===== src/rtl/renas_user_parameters.sv =====
// User-tunable sizing for the RENAS branch predictor.
package renas_user_parameters;
  localparam int GSHARE_HISTORY_LENGTH = 8;   // PHT index width / global history length
  localparam int BTB_INDEX_LENGTH      = 4;   // BTB index width
  localparam int PC_LENGTH             = 32;  // program counter width
endpackage


===== src/rtl/renas_package.sv =====
// Shared types exchanged between fetch, execute and the branch predictor.
package renas_package;
  import renas_user_parameters::*;

  typedef enum logic {
    INIT = 1'b0,
    RUN  = 1'b1
  } bp_state_type;

  // Prediction presented to fetch; GBP_predict and GBHR travel down the pipe
  // and come back in br_update_type when the branch resolves.
  typedef struct packed {
    logic                             branch_take;
    logic [1:0]                       GBP_predict;
    logic [GSHARE_HISTORY_LENGTH-1:0] GBHR;
  } br_check_type;

  // Resolution information from execute. GBP_predict_update is the already
  // trained counter value; the predictor stores it verbatim.
  typedef struct packed {
    logic                             update;
    logic                             wrong;
    logic                             actual;
    logic [1:0]                       GBP_predict_update;
    logic [GSHARE_HISTORY_LENGTH-1:0] GBHR_old;
  } br_update_type;

  // Weakly-not-taken starting value for every PHT counter.
  localparam logic [1:0] PHT_INIT_VALUE = 2'b01;
endpackage


===== src/rtl/bp_btb.sv =====
// Branch target buffer: combinational read, one synchronous write port and a
// per-entry valid clear used by the initialisation sweep.
module bp_btb #(
  parameter int IDX_W = 4,
  parameter int TAG_W = 26,
  parameter int PC_W  = 32
) (
  input  logic             clk,
  input  logic [IDX_W-1:0] rd_idx,
  output logic             rd_valid,
  output logic [TAG_W-1:0] rd_tag,
  output logic [PC_W-1:0]  rd_target,
  input  logic             wr_en,
  input  logic [IDX_W-1:0] wr_idx,
  input  logic [TAG_W-1:0] wr_tag,
  input  logic [PC_W-1:0]  wr_target,
  input  logic             clr_en,
  input  logic [IDX_W-1:0] clr_idx
);
  localparam int ENTRIES = 1 << IDX_W;

  logic             valid_q  [ENTRIES];
  logic [TAG_W-1:0] tag_q    [ENTRIES];
  logic [PC_W-1:0]  target_q [ENTRIES];

  // Contents are defined only by the clear sweep and training writes; a
  // write to the entry being cleared wins, though the two never overlap.
  always_ff @(posedge clk) begin
    if (clr_en) begin
      valid_q[clr_idx] <= 1'b0;
    end
    if (wr_en) begin
      valid_q[wr_idx]  <= 1'b1;
      tag_q[wr_idx]    <= wr_tag;
      target_q[wr_idx] <= wr_target;
    end
  end

  // Read returns the stored (pre-write) value; no bypass of same-cycle writes.
  always_comb begin
    rd_valid  = valid_q[rd_idx];
    rd_tag    = tag_q[rd_idx];
    rd_target = target_q[rd_idx];
  end
endmodule


===== src/rtl/branch_predictor_unit.sv =====
// Gshare direction predictor with a direct-mapped BTB. After reset an INIT
// sweep sets every PHT counter to weakly-not-taken and invalidates the BTB.
module branch_predictor_unit
  import renas_user_parameters::*;
  import renas_package::*;
(
  input  logic                 clk,
  input  logic                 rst,
  input  logic [PC_LENGTH-1:0] pc_if,
  input  logic                 fetch_valid,
  input  logic                 stall_if,
  output br_check_type         br_check_if,
  output logic [PC_LENGTH-1:0] predicted_pc,
  output logic                 bp_ready,
  input  br_update_type        br_update_ex,
  input  logic [PC_LENGTH-1:0] pc_ex,
  input  logic [PC_LENGTH-1:0] actual_pc
);
  localparam int GHL         = GSHARE_HISTORY_LENGTH;
  localparam int BIL         = BTB_INDEX_LENGTH;
  localparam int PHT_ENTRIES = 1 << GHL;
  localparam int BTB_ENTRIES = 1 << BIL;
  localparam int TAG_W       = PC_LENGTH - BIL - 2;
  localparam logic [GHL-1:0] IDX_LAST = '1;

  bp_state_type   state_q, state_d;
  logic [GHL-1:0] idx_q, idx_d;
  logic [GHL-1:0] gbhr_q, gbhr_d;
  logic [1:0]     pht_q [PHT_ENTRIES];

  logic           pht_we;
  logic [GHL-1:0] pht_waddr;
  logic [1:0]     pht_wdata;
  logic           btb_clr_en;

  logic             in_run;
  logic [GHL-1:0]   fetch_idx;
  logic             btb_rd_valid;
  logic [TAG_W-1:0] btb_rd_tag;
  logic [PC_LENGTH-1:0] btb_rd_target;
  logic             hit;
  logic             take;
  logic             train_en;
  logic             unused_pc_ex_low;

  assign unused_pc_ex_low = ^pc_ex[1:0];

  // Lookups are suppressed while reset is asserted so outputs look like INIT.
  assign in_run    = (state_q == RUN) && !rst;
  assign fetch_idx = gbhr_q ^ pc_if[GHL+1:2];
  assign train_en  = in_run && br_update_ex.update;

  bp_btb #(
    .IDX_W (BIL),
    .TAG_W (TAG_W),
    .PC_W  (PC_LENGTH)
  ) u_btb (
    .clk       (clk),
    .rd_idx    (pc_if[BIL+1:2]),
    .rd_valid  (btb_rd_valid),
    .rd_tag    (btb_rd_tag),
    .rd_target (btb_rd_target),
    .wr_en     (train_en && br_update_ex.actual),
    .wr_idx    (pc_ex[BIL+1:2]),
    .wr_tag    (pc_ex[PC_LENGTH-1:BIL+2]),
    .wr_target (actual_pc),
    .clr_en    (btb_clr_en),
    .clr_idx   (idx_q[BIL-1:0])
  );

  // Fetch-side prediction: PHT direction gated by a valid, tag-matching BTB hit.
  always_comb begin
    br_check_if             = '0;
    br_check_if.GBP_predict = PHT_INIT_VALUE;
    br_check_if.GBHR        = gbhr_q;
    hit                     = in_run && btb_rd_valid &&
                              (btb_rd_tag == pc_if[PC_LENGTH-1:BIL+2]);
    if (in_run) begin
      br_check_if.GBP_predict = pht_q[fetch_idx];
    end
    take                    = hit && br_check_if.GBP_predict[1];
    br_check_if.branch_take = take;
    predicted_pc            = take ? btb_rd_target : (pc_if + PC_LENGTH'(4));
    bp_ready                = (state_q == RUN) && !rst;
  end

  // Init sweep sequencing and selection of the single PHT write port.
  always_comb begin
    state_d    = state_q;
    idx_d      = idx_q;
    pht_we     = 1'b0;
    pht_waddr  = br_update_ex.GBHR_old ^ pc_ex[GHL+1:2];
    pht_wdata  = br_update_ex.GBP_predict_update;
    btb_clr_en = 1'b0;
    case (state_q)
      INIT: begin
        pht_we     = 1'b1;
        pht_waddr  = idx_q;
        pht_wdata  = PHT_INIT_VALUE;
        btb_clr_en = int'(idx_q) < BTB_ENTRIES;
        idx_d      = idx_q + GHL'(1);
        if (idx_q == IDX_LAST) begin
          state_d = RUN;
        end
      end
      RUN: begin
        pht_we = train_en;
      end
      default: begin
        state_d = INIT;
      end
    endcase
  end

  // Global history: misprediction recovery has priority over speculative shift.
  always_comb begin
    gbhr_d = gbhr_q;
    if (in_run) begin
      if (br_update_ex.update && br_update_ex.wrong) begin
        gbhr_d = {br_update_ex.GBHR_old[GHL-2:0], br_update_ex.actual};
      end else if (fetch_valid && !stall_if && hit) begin
        gbhr_d = {gbhr_q[GHL-2:0], take};
      end
    end
  end

  // Control state and history registers.
  always_ff @(posedge clk) begin
    if (rst) begin
      state_q <= INIT;
      idx_q   <= '0;
      gbhr_q  <= '0;
    end else begin
      state_q <= state_d;
      idx_q   <= idx_d;
      gbhr_q  <= gbhr_d;
    end
  end

  // PHT storage, written only through the init sweep or training port.
  always_ff @(posedge clk) begin
    if (pht_we) begin
      pht_q[pht_waddr] <= pht_wdata;
    end
  end
endmodule


===== config.mk =====
export PLATFORM = sky130hd
export DESIGN_NAME = branch_predictor_unit
export DESIGN_NICKNAME = d
export VERILOG_FILES = /design/src/rtl/renas_user_parameters.sv /design/src/rtl/renas_package.sv /design/src/rtl/bp_btb.sv /design/src/rtl/branch_predictor_unit.sv
export SDC_FILE = /design/constraint.sdc
export NUM_CORES = 2
export LEC_CHECK = 0
export BUFFER_PORTS_ARGS = -buffer_cell sky130_fd_sc_hd__buf_4
export CAP_MARGIN = 0
export CORE_ASPECT_RATIO = 0.5
export CORE_MARGIN = 2
export CORE_UTILIZATION = 35
export DETAILED_ROUTE_END_ITERATION = 6
export HOLD_SLACK_MARGIN = 0.15
export PLACE_DENSITY = 0.6
export SKIP_CTS_REPAIR_TIMING = 1
export SLEW_MARGIN = 5
export SYNTH_ARGS = -nofsm -noshare
export SYNTH_HDL_FRONTEND = slang
export SYNTH_HIERARCHICAL = 1
export SYNTH_SLANG_ARGS = --single-unit

===== constraint.sdc =====
create_clock -name clk -period 8.5 [get_ports clk]
set_input_delay 0.85 -clock clk [delete_from_list [all_inputs] [get_ports clk]]
set_output_delay 0.85 -clock clk [all_outputs]
set_load 0.05 [all_outputs]

==> flow_metrics.py <==
metrics = {
    "run_status": {
        "status": "completed",
    },
    "synth": {
        "ys_warn_count": 6,
        "postSynthNetCount": 3201,
        "synth-edff-count": 1440,
        "yosysSeqAreaShare": 0.744,
        "syn_area_um2": 59000,
        "synthFlopType": "edfxtp_1",
        "ys_ff_latch": 1473,
        "synth_cells": 3086,
        "synth_area_per_cell_um2": 19.1,
        "yosysUniqueCellTypes": 58,
        "async_flop_share": 0,
    },
    "sta": {
        "skew_ps": 16.0,
        "holdWs_ps": 381,
        "tightest_slew_ps": 1120,
        "finalHoldViolCount": 0,
        "rsz0062_at_grt": "no",
        "finalCritPeriodShare": 0.745,
        "finalWorstPathRequiredPeriod_ps": 6330,
        "fin_setup_tns_ps": 0,
        "fmax_mhz": 158,
        "setup-violations-final": 0,
        "drv_slew": 0,
        "relSlewSlack": 0.252,
    },
    "worst_hold_path": {
        "hp-start": "actual_pc[20]",
        "hp-class": "in2reg",
    },
    "routing": {
        "dr_total_vias": 30600,
        "drc": 0,
        "wire_per_inst_um": 26.7,
        "drt_iter0_markers": 3321,
        "viasPerCell": 5.40,
        "wl_mm": 151,
        "ant_nets": 0,
        "dr.pass1.iters": 5,
    },
    "clock_tree": {
        "cts_max_level": 4,
        "clkTransAtPathRegs_ps": 60,
        "clock-sinks": 1473,
        "max-clock-path-buffers": 3,
        "cts-buffers-inserted": 142,
        "insertion_delay_ps": 750,
        "cts_tree": "done",
        "cts-root-buf": "clkbuf_16",
    },
    "global_routing": {
        "antenna_found_initial": 6,
        "overflow": 0,
        "grt_pass1_vias": 31500,
        "grt_pass1_wl_mm": 218,
        "grt_max_degree": 161,
        "groute.usage.overall": 0.175,
    },
    "worst_setup_path": {
        "critPathArrivalTime_ps": 5480,
        "path_max_fanout": 51,
        "cpMostUsedCell": "buf_4",
        "critical_path_buf_inv_count": 4,
        "cp-start-kind": "input pin",
        "worstPathCellList": "buf_8, buf_4, mux4_2, a22oi_1, nand2_1, xor2_1, nor2_1, nand4b_1, nor4_1, nand3_1, nor4_4, buf_4, mux2_2, buf_4",
        "cp.required_ps": 7650,
        "crit_slowest_cell": "buf_4",
        "r2r-start": "gbhr_q[1]",
        "end_kind": "output port",
        "critPathLaunch": "pc_if[2]",
        "crit_path_max_incr_delay_ps": 610,
        "crit_family": "buffers and inverters",
        "path_class": "in2out",
    },
    "pwr": {
        "power.density_nw_per_um2": 220,
        "p_comb_frac": 0.053,
        "clkPwrFrac": 0.413,
        "static-leakage-power_nw": 21.4,
        "seq_power_share": 0.534,
        "intPower_mw": 11.7,
        "switching_share": 0.215,
        "p_switching_mw": 3.20,
        "vdd.ir_drop.worst_mv": 0.209,
    },
    "floorplan": {
        "die_h_um": 294,
        "die_w_um": 584,
        "initial_utilization": 0.353,
        "rows": 106,
        "ios": 157,
        "core_area_um2": 167000,
        "die-area_um2": 172000,
    },
    "placement": {
        "hpwl_mm": 85.4,
        "gp_routability_congestion": 0.827,
        "numPortBuffers": 154,
    },
    "finish": {
        "fin_nets": 3402,
        "drive_gt1_frac": 0.247,
        "synthToLayoutAreaGrowth_pct": 14.5,
    },
    "flow_run": {
        "maxCapViolations": 0,
    },
}
==> cell usage after synthesis (31+ instances only) <==
cell,count,area share
mux2i_1,31,0.0053
mux4_2,345,0.13
dfxtp_1,33,0.011
edfxtp_1,1440,0.73
xnor2_1,40,0.0059
nor2_1,324,0.021
a22oi_1,125,0.016
nand3_1,56,0.0048
buf_2,48,0.0041
nand2_1,206,0.013
clkbuf_1,96,0.0061
xor2_1,40,0.0059
==> per-stage QoR <==
stage | instances | setup slack, ps | instance area, um^2 | power (mW) | utilization
finish | 5670 | 2170 | 67500 | 14.9 | 0.404
global route | 5670 | 1930 | 67500 | 15.3 | 0.404
CTS | 5669 | 2120 | 67500 | 15.0 | 0.404
detailed placement | 5411 | 2180 | 63000 | 8.90 | 0.377
global placement | 5411 | 2190 | 63000 | 8.89 | 0.377
floorplan | 3086 | 1510 | 59000 | 8.57 | -
==> kinds of logic after synthesis <==
| logic type | after synthesis | synth area share |
|---|---|---|
| AOI/OAI and AO/OA | 231 | 0.0280 |
| xor gates and xnor gates | 82 | 0.0126 |
| adders and majority gates | 2 | 0.000424 |
| buffers and inverters | 189 | 0.0158 |
| DFF | 1473 | 0.744 |
| muxes | 415 | 0.148 |
| and+or+nand+nor | 694 | 0.0503 |
==> path summary, 6_finish.rpt <==
kind	cells past startpoint	slack, ps	endpoint
setup / recovery	14	2170	predicted_pc[31]
hold / removal	1	380	u_btb/target_q[2][20]
setup reg to reg	11	4200	gbhr_q[0]
hold reg to reg	2	470	u_btb/valid_q[12]
==> power by group through the flow <==
stage	clock (mW)	sequential (mW)	combinational, mW
after global placement	0	8.10	0.787
final	6.15	7.95	0.790
after floorplan	0	8.10	0.466
after detailed placement	0	8.10	0.796
after global routing	6.52	7.94	0.838
after CTS	6.26	7.94	0.798
==> state kept, by name, indices dropped and copies added, names as in the netlist <==
name	cells
u_btb/target_q	512
state_q	1
idx_q	8
u_btb/valid_q	16
pht_q	512
gbhr_q	8
u_btb/tag_q	416
==> cells in the final DEF, fill, tap and decap left out, drive strengths merged, types with 14 or more instances in the layout <==
cell / instances
mux4: 353
dfxtp: 33
a31oi: 14
nand4: 16
inv: 16
nand3: 56
nor4: 15
clkinv: 61
buf: 235
mux2: 31
edfxtp: 1440
and3: 24
nor2: 324
a22oi: 125
o21ai: 31
xor2: 42
xnor2: 40
nand2: 206
clkbuf: 176
nor3: 15
mux2i: 31
==> routing by layer <==
| metal | share of wire | wire (um) | vias to the layer above | track usage |
|---|---|---|---|---|
| li1 | - | - | 12900 | - |
| met1 | 0.40 | 60600 | 16400 | 0.225 |
| met2 | 0.51 | 77600 | 1115 | 0.305 |
| met3 | 0.058 | 8770 | 259 | 0.0247 |
| met4 | 0.030 | 4510 | 4 | 0.0593 |
| met5 | 0.00018 | 27 | - | 0 |
==> layout make-up <==
cell class	instances	area (um^2)
sequential	1473	43900
tap	2268	2840
inverter	11	41.3
antenna	1	2.50
clock inverter	82	742
clock buffer	176	3740
timing repair buffer	235	1880
fill	14800	99700
multi-input combinational	1424	14400
No activity file was read; power rests on OpenSTA's default activity.
